$ cat src/rtl/run_ctrl_pkg.sv
// run_ctrl_pkg -- shared types and encodings for the run controller.
//   state_e        : controller state; its encoding is driven straight onto oSTATE
//   MODE_*         : iMODE encodings (halt / step / run-limited / run-full)
//   OST_*          : oSTATE encodings
//   mode_to_state  : maps an iMODE value to the state it selects
package run_ctrl_pkg;

  localparam logic [1:0] MODE_HALT     = 2'b00;
  localparam logic [1:0] MODE_STEP     = 2'b01;
  localparam logic [1:0] MODE_RUN_LIM  = 2'b10;
  localparam logic [1:0] MODE_RUN_FULL = 2'b11;

  localparam logic [1:0] OST_HALT  = 2'b00;
  localparam logic [1:0] OST_STEP  = 2'b01;
  localparam logic [1:0] OST_RUN   = 2'b10;
  localparam logic [1:0] OST_BREAK = 2'b11;

  typedef enum logic [1:0] {
    ST_HALT  = OST_HALT,
    ST_STEP  = OST_STEP,
    ST_RUN   = OST_RUN,
    ST_BREAK = OST_BREAK
  } state_e;

  // Both run modes share the RUN state; the rate only matters inside it.
  function automatic state_e mode_to_state(input logic [1:0] mode);
    state_e st;
    case (mode)
      MODE_HALT: st = ST_HALT;
      MODE_STEP: st = ST_STEP;
      default:   st = ST_RUN;
    endcase
    return st;
  endfunction

endpackage

$ cat src/rtl/run_ctrl_key_edge.sv
// key_edge -- conditions the raw step key into a one-cycle step event.
//   i_clk    in  1  clock
//   i_rst_n  in  1  synchronous active-low reset
//   i_key_n  in  1  raw asynchronous key, active-low
//   o_step   out 1  one-cycle pulse when the debounced level goes 1 -> 0
// The key is brought in through two flops, then a new level is accepted
// only after DEBOUNCE_CYCLES consecutive samples that differ from the
// currently accepted level. Any sample matching the accepted level
// restarts the count, so bounces shorter than the window are ignored.
module key_edge #(
  parameter int DEBOUNCE_CYCLES = 500000
) (
  input  logic i_clk,
  input  logic i_rst_n,
  input  logic i_key_n,
  output logic o_step
);

  localparam int CW = (DEBOUNCE_CYCLES > 1) ? $clog2(DEBOUNCE_CYCLES) : 1;
  localparam logic [CW-1:0] CNT_LAST = CW'(DEBOUNCE_CYCLES - 1);

  logic          r_sync1;
  logic          r_sync2;
  logic          r_level;
  logic [CW-1:0] r_cnt;
  logic          r_step;

  always_ff @(posedge i_clk) begin
    if (!i_rst_n) begin
      // Released level everywhere, so leaving reset never looks like a press.
      r_sync1 <= 1'b1;
      r_sync2 <= 1'b1;
      r_level <= 1'b1;
      r_cnt   <= '0;
      r_step  <= 1'b0;
    end else begin
      r_sync1 <= i_key_n;
      r_sync2 <= r_sync1;
      r_step  <= 1'b0;
      if (r_sync2 == r_level) begin
        r_cnt <= '0;
      end else if (r_cnt == CNT_LAST) begin
        // This is the DEBOUNCE_CYCLES-th differing sample: accept it.
        r_level <= r_sync2;
        r_cnt   <= '0;
        r_step  <= ~r_sync2;
      end else begin
        r_cnt <= r_cnt + CW'(1);
      end
    end
  end

  assign o_step = r_step;

endmodule

$ cat src/rtl/run_ctrl.sv
// run_ctrl -- CPU run controller issuing single-cycle clock-enable pulses.
//   iCLK      in  1   clock
//   iRST_N    in  1   synchronous active-low reset
//   iMODE     in  2   00 halt, 01 step, 10 run-limited, 11 run-full
//   iSTEP_N   in  1   raw step key, active-low
//   iLIMIT    in  8   run-limited rate: one enable per (iLIMIT+1) ticks
//   iPC       in  32  CPU program counter
//   iBP_ADDR  in  32  breakpoint address
//   iBP_ARM   in  1   breakpoint enable
//   oCPU_EN   out 1   CPU clock-enable pulse
//   oCYCLES   out 32  number of enables issued (wraps)
//   oSTATE    out 2   00 HALT, 01 STEP, 10 RUN, 11 BREAK
// Build option: define RUN_CTRL_BREAKPOINT_EN to include the PC breakpoint
// comparator and the BREAK state. Without it iPC/iBP_ADDR/iBP_ARM are
// ignored and BREAK is unreachable.
module run_ctrl
  import run_ctrl_pkg::*;
#(
  parameter int DEBOUNCE_CYCLES = 500000,
  parameter int TICK_DIV        = 500000
) (
  input  logic        iCLK,
  input  logic        iRST_N,
  input  logic [1:0]  iMODE,
  input  logic        iSTEP_N,
  input  logic [7:0]  iLIMIT,
  input  logic [31:0] iPC,
  input  logic [31:0] iBP_ADDR,
  input  logic        iBP_ARM,
  output logic        oCPU_EN,
  output logic [31:0] oCYCLES,
  output logic [1:0]  oSTATE
);

  localparam int TW = (TICK_DIV > 1) ? $clog2(TICK_DIV) : 1;
  localparam logic [TW-1:0] TICK_LAST = TW'(TICK_DIV - 1);

  state_e        r_state;
  logic          r_cpu_en;
  logic [31:0]   r_cycles;
  logic [TW-1:0] r_tick;
  logic [7:0]    r_rate;

  logic   w_step;
  logic   w_full;
  logic   w_lim;
  logic   w_tick;
  logic   w_rate_hit;
  logic   w_due;
  logic   w_bp_hit;
  state_e w_mode_state;

  key_edge #(
    .DEBOUNCE_CYCLES(DEBOUNCE_CYCLES)
  ) u_key_edge (
    .i_clk   (iCLK),
    .i_rst_n (iRST_N),
    .i_key_n (iSTEP_N),
    .o_step  (w_step)
  );

  assign w_full       = (iMODE == MODE_RUN_FULL);
  assign w_lim        = (iMODE == MODE_RUN_LIM);
  assign w_tick       = (r_tick == TICK_LAST);
  // Compared against the live iLIMIT, so lowering it below the current
  // count fires on the very next tick.
  assign w_rate_hit   = (r_rate >= iLIMIT);
  assign w_due        = w_full | (w_lim & w_tick & w_rate_hit);
  assign w_mode_state = mode_to_state(iMODE);

`ifdef RUN_CTRL_BREAKPOINT_EN
  assign w_bp_hit = iBP_ARM & (iPC == iBP_ADDR);
`else
  logic w_unused_bp;
  assign w_unused_bp = ^{iPC, iBP_ADDR, iBP_ARM};
  assign w_bp_hit    = 1'b0;
`endif

  always_ff @(posedge iCLK) begin
    if (!iRST_N) begin
      r_state  <= ST_HALT;
      r_cpu_en <= 1'b0;
      r_cycles <= '0;
      r_tick   <= '0;
      r_rate   <= '0;
    end else begin
      r_cpu_en <= 1'b0;

      case (r_state)
        ST_HALT: r_state <= w_mode_state;

        ST_STEP: begin
          r_state <= w_mode_state;
          // A step arriving while iMODE already moved away is dropped.
          if (w_step && (iMODE == MODE_STEP)) begin
            r_cpu_en <= 1'b1;
            r_cycles <= r_cycles + 32'd1;
          end
        end

        ST_RUN: begin
          if (w_due && w_bp_hit) begin
            r_state <= ST_BREAK;
          end else begin
            r_state <= w_mode_state;
            if (w_due) begin
              r_cpu_en <= 1'b1;
              r_cycles <= r_cycles + 32'd1;
            end
          end
        end

        ST_BREAK: begin
          if (iMODE == MODE_HALT) begin
            r_state <= ST_HALT;
          end else if (w_step) begin
            // Deliberately unchecked against the breakpoint so the CPU can
            // move off the breakpoint address.
            r_cpu_en <= 1'b1;
            r_cycles <= r_cycles + 32'd1;
            r_state  <= w_mode_state;
          end
        end

        default: r_state <= ST_HALT;
      endcase

      // Rate counters only advance while staying in RUN at the limited
      // rate; any other situation (including leaving RUN) clears them.
      if ((r_state == ST_RUN) && w_lim && !(w_due && w_bp_hit)) begin
        if (w_tick) begin
          r_tick <= '0;
          if (w_rate_hit) begin
            r_rate <= '0;
          end else begin
            r_rate <= r_rate + 8'd1;
          end
        end else begin
          r_tick <= r_tick + TW'(1);
        end
      end else begin
        r_tick <= '0;
        r_rate <= '0;
      end
    end
  end

  assign oCPU_EN = r_cpu_en;
  assign oCYCLES = r_cycles;
  assign oSTATE  = r_state;

endmodule
$ cat config.mk
export PLATFORM = sky130hd
export DESIGN_NAME = run_ctrl
export DESIGN_NICKNAME = d
export VERILOG_FILES = /design/src/rtl/run_ctrl_pkg.sv /design/src/rtl/run_ctrl_key_edge.sv /design/src/rtl/run_ctrl.sv
export SDC_FILE = /design/constraint.sdc
export NUM_CORES = 1
export LEC_CHECK = 0
export BUFFER_PORTS_ARGS = -buffer_cell sky130_fd_sc_hd__buf_2
export CAP_MARGIN = 20
export CORE_ASPECT_RATIO = 1.2
export CORE_MARGIN = 2
export CORE_UTILIZATION = 47
export DETAILED_ROUTE_END_ITERATION = 12
export PLACE_DENSITY = 0.8
export SYNTH_ARGS = -nofsm -noshare
export SYNTH_HDL_FRONTEND = slang
export SYNTH_SLANG_ARGS = --single-unit
$ cat constraint.sdc
create_clock -name iCLK -period 2.29 [get_ports iCLK]
set_input_delay 0.1145 -clock iCLK [delete_from_list [all_inputs] [get_ports iCLK]]
set_output_delay 0.1145 -clock iCLK [all_outputs]
set_load 0.05 [all_outputs]
==> run summary <==
========================================================================================
Status .................................................................... finished with violations
Failing checks ............................................................ negative setup slack
Post-layout net count .....................................................          652
Pre-CTS worst setup slack .................................................    -0.135 ns
Setup slack of the critical path after layout .............................    -0.116 ns
Via count of the first global-routing pass ................................         3435
Estimated wirelength of the detail-placed design ..........................      6.30 mm
Area occupied by registers ................................................     1720 µm²
Port-buffer cells .........................................................           47
Cell count after synthesis ................................................          483
Vias per Instance .........................................................         5.59
Count of placed standard cells including taps .............................          661
Clock slew seen by the registers of the worst setup and hold paths ........      0.09 ns
Placed inst area ..........................................................     4640 µm²
Post-route cell area ......................................................     4980 µm²
Critical path data arrival time ...........................................      2.71 ns
Sequential fraction of the synthesis area .................................        41.7%
Share of cells above drive strength 1 .....................................        21.1%
Share of the cycle needed by the critical path after routing ..............         105%
Hold depth ................................................................            2
Routing layer with the top usage in global route ..........................         met2
Clock tree root driver cell ...............................................     clkbuf_8
Count of cell types in the netlist ........................................           43
Number of violations reported at the end of detailed-routing iteration 0 ..          191
Prevailing post-synth register cell .......................................      dfxtp_1
Weighted congestion reported at the end of routability-driven placement ...        0.782
Number of synthesized flops with an enable pin ............................            0
Number of search-and-repair iterations in the first detailed-routing pass .            5
Slowest library cell on the worst path ....................................       or4b_4
Largest cells by area after synthesis ..................................... dfxtp_1 42%, nor2_1 5.3%, xor2_1 4.9%
Global-route wire length before repair ....................................      14.7 mm
Number of standard-cell rows in the floorplan .............................           37
Tot GR Track Use ..........................................................        19.3%
Final setup viols .........................................................           29
Die outline height ........................................................       106 µm
Clock period minus final worst setup slack ................................      2.41 ns
DRC violations left .......................................................            0
TNS Setup .................................................................     -2.36 ns
Slew at the pin closest to its max-slew limit .............................     0.496 ns
Cell Pwr Density ..........................................................   576 nW/µm²
Number of synthesized register bits .......................................           85
Maximum vdd drop ..........................................................     0.377 mV
Slew HR ...................................................................        66.7%
Number of warnings issued by yosys ........................................            0
Post-Synthesis Net Count ..................................................          577
WS Path Type ..............................................................      reg2reg
N_diodes ..................................................................            0
Internal power ............................................................      2.20 mW
Finished Core Util ........................................................        58.5%
Non-filler instance count after layout ....................................          680
Post-synthesis cell area ..................................................     4080 µm²
Largest net degree at the start of global routing .........................           43
Critical path cell sequence ............................................... or4b_4, nor3_4, nand3_2, a211o_4, clkbuf_16, or4_1, a21oi_1
Post-route ant nets .......................................................            0
GR Layer Usage met1 .......................................................        24.9%
Number of buffers created by CTS ..........................................            9
Filler cell count .........................................................          764
Die Width .................................................................      89.0 µm
Overall routed net length .................................................      9.11 mm
Maximum clock frequency ...................................................      416 MHz
Endpoint required time on the critical path ...............................      2.59 ns
Logic pwr share ...........................................................         6.9%
Fraction of registers with async set/reset ................................           0%
Unrepaired setup endpoints after global routing ...........................          yes
Clock insertion delay at the later pin of the skew report .................      0.36 ns
Switching pwr .............................................................     0.673 mW
H-tree Lvls ...............................................................            3
Met2 Usage GRT ............................................................        31.9%
Slowest stage delay, CP ...................................................      0.54 ns
Class of the tightest hold or removal check ...............................       in2reg
Post-Syn Area per Cell ....................................................     8.44 µm²
Total power ...............................................................      2.87 mW
Layout-stage area growth over the synthesis result ........................        22.3%
Via count .................................................................         3798
Global route overflow .....................................................            0
Area of the multi-input gates .............................................     2290 µm²
CTS tree ..................................................................        built
Number of antenna violations at the first check in global routing .........            0
P_leak ....................................................................      1.86 nW
Launching element type of the critical path ...............................         flop
Proportion of power drawn by flip-flops and latches .......................        52.1%
Buffer levels on the longest clock path ...................................            2
Setup crit end kind .......................................................         flop
Most frequent standard cell in the layout excluding fill and tap cells ....      dfxtp_1
Core region area ..........................................................     8520 µm²
Worst Clk Skew ............................................................    0.0136 ns
Initial standard-cell utilization of the core .............................        47.9%
Final hold violations .....................................................            0
Max Slew Vio Count ........................................................            0
Cell type with the largest total area after synthesis .....................      dfxtp_1
Number of violations of the max-capacitance limit .........................            0
CTS sink count ............................................................           85
Number of cell instances on the worst register-to-register path ...........            7
Share of Yosys cell area claimed by the top area cell type ................        41.7%
Met3 demand-to-capacity share in global routing ...........................        3.18%
Clk network pwr share .....................................................        41.0%
Tightest hold margin ......................................................    0.0572 ns
Commonest cells after routing, fill and taps aside ........................ 75 x dfxtp_1, 58 x nor2_1, 47 x buf_2
Routed wire length per instance ...........................................      13.4 µm
Share of total power consumed by net switching ............................        23.4%
Full die area .............................................................     9440 µm²
Highest fanout seen on the critical path ..................................           21
Top Ports .................................................................          113
========================================================================================
[synth_stat cells (all sizes together), types with 14 or more instances]
library cell,count
inv,20
dfxtp,85
a21oi,32
o31ai,18
xor2,23
nand3,31
or4,20
clkbuf,14
o21ai,17
xnor2,18
ha,16
nor2,58
nand2,41
[critical path: cells and delay by family (launching register included)]
kind / cells / cell delay, ns
flip-flops: 1 / 0.32
AO/OA/AOI/OAI: 2 / 0.52
buffers and inverters: 1 / 0.20
AND/OR/NAND/NOR: 4 / 1.31
[state kept, by name (all words and copies together), names as in the netlist]
signal and flops:
u_key_edge.r_sync1 1, u_key_edge.r_level 1, u_key_edge.o_step 1, oCYCLES 32, r_rate 8, u_key_edge.r_sync2 1, oCPU_EN 1, u_key_edge.r_cnt 19
oSTATE 2, r_tick 19
[cell families after synthesis]
kind of cell	Yosys count	share of synthesized area [%]
compound gates	81	12.1
xor+xnor	41	8.81
fa+ha+maj	16	4.91
buf+inv	37	3.81
flops	85	41.7
mux	3	0.737
simple gates	220	27.9
[power groups by stage]
stage	combinational (mW)	sequential [mW]	clock, mW
2_1_floorplan	0.0871	1.55	0
3_3_place_gp	0.163	1.53	0
3_5_place_dp	0.170	1.53	0
4_1_cts	0.172	1.50	1.20
5_1_grt	0.215	1.50	1.26
6_report	0.198	1.50	1.18
[repair_timing]
item | CTS | global route
pin swaps | 1 | 6
endpoints found under the hold margin | 1 | 0
gates cloned | 0 | 1
endpoints found under the setup margin | 32 | 32
hold buffers | 1 | 0
setup buffers | 0 | 1
resized for setup | 2 | 17
[path summary, 6_finish.rpt]
check,startpoint,end,slack (ns)
worst max register to register,r_tick[11]$_SDFF_PP0_,oCYCLES[19]$_SDFFE_PN0P_,-0.12
worst max-delay path,r_tick[11]$_SDFF_PP0_,oCYCLES[19]$_SDFFE_PN0P_,-0.12
worst min register to register,u_key_edge.r_sync1$_SDFF_PN1_,u_key_edge.r_sync2$_SDFF_PN1_,0.42
worst min-delay path,iMODE[1],oSTATE[0]$_SDFFE_PN0P_,0.06
[routing by layer]
metal | share of wire [%] | routed length [µm] | vias up
li1 | - | - | 1879
met4 | 1.6 | 146 | 0
met1 | 45 | 4080 | 1816
met3 | 4.0 | 361 | 12
met2 | 50 | 4520 | 91
met5 | 0 | 0 | -
[area by class of cell]
cell class                 count  area share [%]
tap                          117            2.94
timing repair buffer          81            10.6
clock buffer                  12            3.54
inverter                      20            1.51
multi-input combinational    361            45.9
clock inverter                 4            1.03
sequential                    85            34.5
Note: power is estimated with default switching activity, not from simulation.
